File: src/rtl/bambu_mem_pkg.sv
// Shared definitions for the Bambu-style memory copy master: FSM states,
// default channel geometry and the access-size encoding helper.
package bambu_mem_pkg;

    localparam int DEF_ADDR_W     = 7;
    localparam int DEF_DATA_W     = 8;
    localparam int DEF_WAIT_LIMIT = 255;

    typedef enum logic [2:0] {
        ST_IDLE = 3'd0,
        ST_RD   = 3'd1,
        ST_WR   = 3'd2,
        ST_FIN  = 3'd3,
        ST_ERR  = 3'd4
    } copy_state_e;

    // Size field reports the access width in bits while a request is active.
    function automatic logic [3:0] access_size(input int width);
        return width[3:0];
    endfunction

endpackage

File: src/rtl/bambu_mem_access_port.sv
// One-access memory port: drives oe/we/addr/wdata for the access the FSM
// requests, latches read data, and flags a timeout when the responder does
// not complete within WAIT_LIMIT cycles.
module bambu_mem_access_port
    import bambu_mem_pkg::*;
#(
    parameter int ADDR_W     = DEF_ADDR_W,
    parameter int DATA_W     = DEF_DATA_W,
    parameter int WAIT_LIMIT = DEF_WAIT_LIMIT
) (
    input  logic              clock,
    input  logic              reset,
    input  logic              rd_req,
    input  logic              wr_req,
    input  logic [ADDR_W-1:0] rd_addr,
    input  logic [ADDR_W-1:0] wr_addr,
    input  logic [DATA_W-1:0] M_Rdata_ram,
    input  logic              M_DataRdy,
    output logic              acc_done,
    output logic              acc_timeout,
    output logic              Mout_oe_ram,
    output logic              Mout_we_ram,
    output logic [ADDR_W-1:0] Mout_addr_ram,
    output logic [DATA_W-1:0] Mout_Wdata_ram,
    output logic [3:0]        Mout_data_ram_size
);

    localparam int WAIT_W = $clog2(WAIT_LIMIT + 1);

    logic              active;
    logic [WAIT_W-1:0] wait_cnt;
    logic [DATA_W-1:0] rd_byte_p0;

    assign active = rd_req | wr_req;

    // Request drive is a pure decode of the FSM request so it stays stable
    // for the whole access and drops to zero the instant reset forces IDLE.
    always_comb begin
        Mout_oe_ram        = rd_req;
        Mout_we_ram        = wr_req & ~rd_req;
        Mout_addr_ram      = '0;
        Mout_Wdata_ram     = '0;
        Mout_data_ram_size = 4'd0;
        acc_done           = active & M_DataRdy;
        acc_timeout        = active & ~M_DataRdy &
                             (wait_cnt == WAIT_W'(WAIT_LIMIT - 1));
        if (rd_req) begin
            Mout_addr_ram      = rd_addr;
            Mout_data_ram_size = access_size(DATA_W);
        end else if (wr_req) begin
            Mout_addr_ram      = wr_addr;
            Mout_Wdata_ram     = rd_byte_p0;
            Mout_data_ram_size = access_size(DATA_W);
        end
    end

    // Wait counter restarts whenever an access ends or no access is active,
    // which is exactly every FSM state entry.
    always_ff @(posedge clock or negedge reset) begin
        if (!reset) begin
            wait_cnt <= '0;
        end else if (!active || acc_done || acc_timeout) begin
            wait_cnt <= '0;
        end else begin
            wait_cnt <= wait_cnt + 1'b1;
        end
    end

    // Read data is captured only on the completing read cycle.
    always_ff @(posedge clock) begin
        if (rd_req && M_DataRdy) begin
            rd_byte_p0 <= M_Rdata_ram;
        end
    end

endmodule

File: src/rtl/bambu_copy_master.sv
// Byte-by-byte memory copy master: reads src+i, writes dst+i for i < len,
// then pulses done_port (with error_port on responder timeout).
module bambu_copy_master
    import bambu_mem_pkg::*;
#(
    parameter int ADDR_W     = DEF_ADDR_W,
    parameter int DATA_W     = DEF_DATA_W,
    parameter int WAIT_LIMIT = DEF_WAIT_LIMIT
) (
    input  logic              clock,
    input  logic              reset,
    input  logic              start_port,
    input  logic [ADDR_W-1:0] src_addr,
    input  logic [ADDR_W-1:0] dst_addr,
    input  logic [7:0]        len,
    output logic              done_port,
    output logic              error_port,
    output logic              busy,
    output logic              Mout_oe_ram,
    output logic              Mout_we_ram,
    output logic [ADDR_W-1:0] Mout_addr_ram,
    output logic [DATA_W-1:0] Mout_Wdata_ram,
    output logic [3:0]        Mout_data_ram_size,
    input  logic [DATA_W-1:0] M_Rdata_ram,
    input  logic              M_DataRdy
);

    copy_state_e       state_q;
    copy_state_e       state_d;
    logic              accept;
    logic              byte_inc;
    logic              rd_req;
    logic              wr_req;
    logic              acc_done;
    logic              acc_timeout;
    logic              last_byte;
    logic [7:0]        byte_cnt;
    logic [ADDR_W-1:0] src_p0;
    logic [ADDR_W-1:0] dst_p0;
    logic [7:0]        len_p0;
    logic [ADDR_W-1:0] rd_addr;
    logic [ADDR_W-1:0] wr_addr;

    // Addresses wrap modulo 2^ADDR_W by truncation of the sum.
    assign rd_addr   = src_p0 + ADDR_W'(byte_cnt);
    assign wr_addr   = dst_p0 + ADDR_W'(byte_cnt);
    assign last_byte = ((byte_cnt + 8'd1) == len_p0);

    // FSM state register.
    always_ff @(posedge clock or negedge reset) begin
        if (!reset) begin
            state_q <= ST_IDLE;
        end else begin
            state_q <= state_d;
        end
    end

    // Next-state and control decode; start and DataRdy matter only where used.
    always_comb begin
        state_d    = state_q;
        accept     = 1'b0;
        byte_inc   = 1'b0;
        rd_req     = 1'b0;
        wr_req     = 1'b0;
        done_port  = 1'b0;
        error_port = 1'b0;
        busy       = (state_q != ST_IDLE);
        case (state_q)
            ST_IDLE: begin
                if (start_port) begin
                    accept  = 1'b1;
                    state_d = (len == 8'd0) ? ST_FIN : ST_RD;
                end
            end
            ST_RD: begin
                rd_req = 1'b1;
                if (acc_done) begin
                    state_d = ST_WR;
                end else if (acc_timeout) begin
                    state_d = ST_ERR;
                end
            end
            ST_WR: begin
                wr_req = 1'b1;
                if (acc_done) begin
                    byte_inc = 1'b1;
                    state_d  = last_byte ? ST_FIN : ST_RD;
                end else if (acc_timeout) begin
                    state_d = ST_ERR;
                end
            end
            ST_FIN: begin
                done_port = 1'b1;
                state_d   = ST_IDLE;
            end
            ST_ERR: begin
                done_port  = 1'b1;
                error_port = 1'b1;
                state_d    = ST_IDLE;
            end
            default: begin
                state_d = ST_IDLE;
            end
        endcase
    end

    // Transfer descriptor captured on an accepted start.
    always_ff @(posedge clock) begin
        if (accept) begin
            src_p0 <= src_addr;
            dst_p0 <= dst_addr;
            len_p0 <= len;
        end
    end

    // Byte counter: cleared on accept, advanced on each completed write.
    always_ff @(posedge clock or negedge reset) begin
        if (!reset) begin
            byte_cnt <= '0;
        end else if (accept) begin
            byte_cnt <= '0;
        end else if (byte_inc) begin
            byte_cnt <= byte_cnt + 8'd1;
        end
    end

    bambu_mem_access_port #(
        .ADDR_W     (ADDR_W),
        .DATA_W     (DATA_W),
        .WAIT_LIMIT (WAIT_LIMIT)
    ) u_port (
        .clock              (clock),
        .reset              (reset),
        .rd_req             (rd_req),
        .wr_req             (wr_req),
        .rd_addr            (rd_addr),
        .wr_addr            (wr_addr),
        .M_Rdata_ram        (M_Rdata_ram),
        .M_DataRdy          (M_DataRdy),
        .acc_done           (acc_done),
        .acc_timeout        (acc_timeout),
        .Mout_oe_ram        (Mout_oe_ram),
        .Mout_we_ram        (Mout_we_ram),
        .Mout_addr_ram      (Mout_addr_ram),
        .Mout_Wdata_ram     (Mout_Wdata_ram),
        .Mout_data_ram_size (Mout_data_ram_size)
    );

endmodule

File: config.mk
export PLATFORM = sky130hd
export DESIGN_NAME = bambu_copy_master
export DESIGN_NICKNAME = d
export VERILOG_FILES = /design/src/rtl/bambu_mem_pkg.sv /design/src/rtl/bambu_mem_access_port.sv /design/src/rtl/bambu_copy_master.sv
export SDC_FILE = /design/constraint.sdc
export NUM_CORES = 1
export LEC_CHECK = 0
export BUFFER_PORTS_ARGS = -buffer_cell sky130_fd_sc_hd__buf_2
export CAP_MARGIN = 15
export CORE_ASPECT_RATIO = 0.5
export CORE_MARGIN = 10
export CORE_UTILIZATION = 40
export DETAILED_ROUTE_END_ITERATION = 7
export GPL_TIMING_DRIVEN = 1
export MAX_ROUTING_LAYER = met4
export PLACE_DENSITY = 0.76
export SYNTH_ARGS = -nofsm -noshare
export SYNTH_HDL_FRONTEND = slang
export SYNTH_SLANG_ARGS = --single-unit
export TNS_END_PERCENT = 5
File: constraint.sdc
create_clock -name clock -period 2.15 [get_ports clock]
set_clock_uncertainty 0.05 [all_clocks]
set_input_delay 0.3225 -clock clock [delete_from_list [all_inputs] [get_ports clock]]
set_output_delay 0.3225 -clock clock [all_outputs]
set_load 0.005 [all_outputs]
==> impl_metrics.env <==
export IMPL_grt_max_degree=25
export IMPL_maxSlewHeadroom=0.611
export IMPL_p_leak_uw=0.00146
export IMPL_vias_per_cell=5.14
export IMPL_clk_insertion_delay_late_ns=0.29
export IMPL_synth_adder_area_share=0.0820
export IMPL_synth_simple_area_share=0.171
export IMPL_worstMarginPinSlew_ns=0.583
export IMPL_p_per_area_mw_per_mm2=986
export IMPL_design_area_mm2=0.00341
export IMPL_antenna_found_initial=0
export IMPL_setup_viol=5
export IMPL_status="finished, violations left"
export IMPL_pre_cts_slack_ns=-0.212
export IMPL_dr_total_vias=2129
export IMPL_hold_viol=0
export IMPL_rrSetupSlack_ns=0.21
export IMPL_die_h_um=78.9
export IMPL_drive_above_1_share=0.289
export IMPL_nets=372
export IMPL_core_area_mm2=0.00670
export IMPL_total_power_uw=3360
export IMPL_htreeDepth=2
export IMPL_max_cap_viol_count=0
export IMPL_grt_overflow_total=0
export IMPL_cts_root_buf="clkbuf_16"
export IMPL_layout_min_cycle_time_ns=2.52
export IMPL_ys_types=52
export IMPL_critPathMaxStageDelay_ns=0.41
export IMPL_routed_wl_um=6310
export IMPL_num_io_pins=58
export IMPL_fin_ws_ns=-0.370
export IMPL_synth_yosys_seq_area_share=0.496
export IMPL_cts_tree="done"
export IMPL_die_x_um=138
export IMPL_dieArea_mm2=0.0109
export IMPL_cp_start_kind="register"
export IMPL_synth_edff_count=30
export IMPL_grt_total_usage=0.121
export IMPL_period_share=1.17
export IMPL_rr_startpoint="state_q[1]"
export IMPL_avgSynthCellArea_um2=11.0
export IMPL_r2r_end="byte_cnt[6]"
export IMPL_synth_seq_cells=49
export IMPL_synth_xor_area_share=0.0757
export IMPL_hold_depth=1
export IMPL_hp_class="in2reg"
export IMPL_fmax_mhz=397
export IMPL_clock_path_buffers=2
export IMPL_cts_buffers=5
export IMPL_end_kind="output pin"
export IMPL_min_to="dst_p0[1]"
export IMPL_crit_type="reg2out"
export IMPL_num_antenna_cells=0
export IMPL_ant_nets=0
export IMPL_drcViolationCount=0
export IMPL_syn_to_final_growth_pct=22.8
export IMPL_port_buffers=54
export IMPL_synth_compound_area_frac=0.123
export IMPL_rsz0062_at_grt="yes"
export IMPL_synth_area_mm2=0.00278
export IMPL_cp_required_ns=1.78
export IMPL_postPlaceCellArea_mm2=0.00321
export IMPL_vdd_drop_max_v=0.000331
export IMPL_worstPathCellList="ha_4 -> inv_2 -> fa_2 -> nor2b_2 -> o31a_1 -> o21ai_2 -> a211o_1 -> o211ai_1 -> buf_2"
export IMPL_hpwl_um=4970
export IMPL_cp_data_arrival_time_ns=2.15
export IMPL_cpMaxStageDelayCell="dfrtp_1"
export IMPL_clkTransAtPathRegs_ns=0.06
export IMPL_synthMuxAreaShare=0.0113
export IMPL_ys_flop_type="edfxtp_1"
export IMPL_final_util=0.509
export IMPL_drt_pass1_iterations=4
export IMPL_dp_cells=403
export IMPL_grt_pass1_wl_um=10400
export IMPL_fill_cells=582
export IMPL_first_iter_violations=141
export IMPL_min_delay_start="dst_addr[1]"
export IMPL_synth_top_family_by_area="simple AND/OR/NAND/NOR gates"
export IMPL_rows=21
export IMPL_slew_viol_final=0
export IMPL_syn_instance_count=253
export IMPL_initial_utilization=0.414
export IMPL_grt_pass1_vias=2233
export IMPL_yosys_warnings=0
export IMPL_violations="negative setup slack"
export IMPL_async_reset_ff_frac=0.388
export IMPL_critPathMaxFanout=3
export IMPL_avgRoutedWirePerCell_um=15.2
export IMPL_r2r_cells=6
export IMPL_stdcell_count=414
export IMPL_place_congestion=0.901
export IMPL_clock_sinks=49
per-stage QoR:
| stage | setup TNS [ns] | hold slack [ns] |
|---|---|---|
| floorplan | -0.228 | -0.0231 |
| global placement | -0.195 | 0.235 |
| detailed placement | -0.330 | 0.241 |
| CTS | -1.19 | 0.150 |
| global route | -1.65 | 0.147 |
| finish | -1.16 | 0.155 |
what timing repair did:
item,in CTS,in global routing
cloned,0,0
hold buffers,1,0
buffers inserted,2,0
pin swaps,12,5
resized for setup,11,2
endpoints found under the setup margin,5,6
hold endpoints to repair,19,0
final cells by class:
| class | count | area (um2) | share of cell area |
|---|---|---|---|
| clock buffer | 7 | 133 | 0.0389 |
| clock inverter | 1 | 5.00 | 0.00147 |
| inverter | 9 | 33.8 | 0.00990 |
| multi-input combinational | 184 | 1340 | 0.391 |
| sequential | 49 | 1380 | 0.404 |
| tap | 92 | 115 | 0.0337 |
| timing repair buffer | 72 | 412 | 0.121 |
kinds of logic after synthesis:
family                     Yosys count
adders and majority gates           17
muxes                                3
other                                1
AOI/OAI and AO/OA                   52
xor gates and xnor gates            24
buffers and inverters               22
and+or+nand+nor                     85
DFF                                 49
power by group:
| group | internal (uW) | switching [uW] |
|---|---|---|
| clock network | 430 | 323 |
| logic | 572 | 702 |
| registers | 1220 | 119 |
| total | 2220 | 1140 |
flip-flops by register name, indices dropped and copies added, names as in the netlist:
| signal | flops |
|---|---|
| byte_cnt | 8 |
| dst_p0 | 7 |
| len_p0 | 8 |
| src_p0 | 7 |
| state_q | 3 |
| u_port.rd_byte_p0 | 8 |
| u_port.wait_cnt | 8 |
cells in the mapped netlist (5+ instances only):
| cell | count | area, um2 |
|---|---|---|
| edfxtp_1 | 30 | 901 |
| nor2_1 | 24 | 90.1 |
| dfrtp_1 | 19 | 475 |
| ha_1 | 15 | 188 |
| nand2_1 | 12 | 45.0 |
| xnor2_1 | 12 | 105 |
| xor2_1 | 12 | 105 |
| and2_1 | 10 | 62.6 |
| a21oi_1 | 8 | 40.0 |
| inv_1 | 7 | 26.3 |
| o21ai_0 | 7 | 35.0 |
| o21ai_1 | 7 | 35.0 |
| buf_4 | 6 | 45.0 |
| nand3_1 | 6 | 30.0 |
| nor2b_1 | 5 | 31.3 |
worst max-delay path: cells and delay by family (launching register included):
family,cells,cell delay [ns]
adder cells (fa/ha/maj),2,0.53
flip-flops,1,0.41
AO/OA/AOI/OAI,4,0.58
buffers and inverters,2,0.18
AND/OR/NAND/NOR,1,0.15
worst max-delay path by stage:
stage / start / end
finish: byte_cnt[0] / Mout_addr_ram[6]
global route: byte_cnt[0] / Mout_addr_ram[6]
CTS: byte_cnt[0] / Mout_addr_ram[6]
detailed placement: byte_cnt[0] / Mout_addr_ram[6]
global placement: byte_cnt[0] / Mout_addr_ram[6]
floorplan: state_q[1] / state_q[1]
metal layers:
| metal | global-route usage | routed length (um) | part of all wire | vias to the layer above |
|---|---|---|---|---|
| li1 | - | - | - | 1051 |
| met1 | 0.151 | 3000 | 0.48 | 1005 |
| met2 | 0.186 | 2870 | 0.46 | 59 |
| met3 | 0.0258 | 295 | 0.047 | 14 |
| met4 | 0.0538 | 141 | 0.022 | 0 |
| met5 | - | 0 | 0 | - |
cell usage in the layout (no fill, tap or decap), types with 5 or more instances in the layout:
cell type / n
and2_1: 10
clkbuf_16: 5
dfrtp_1: 18
xnor2_1: 12
a21oi_1: 7
ha_1: 13
nand3_1: 6
nor2_1: 24
buf_2: 54
edfxtp_1: 30
inv_1: 6
o21ai_0: 7
o21ai_1: 6
buf_4: 16
nand2_1: 12
xor2_1: 12
(Power assumes the default switching activity.)
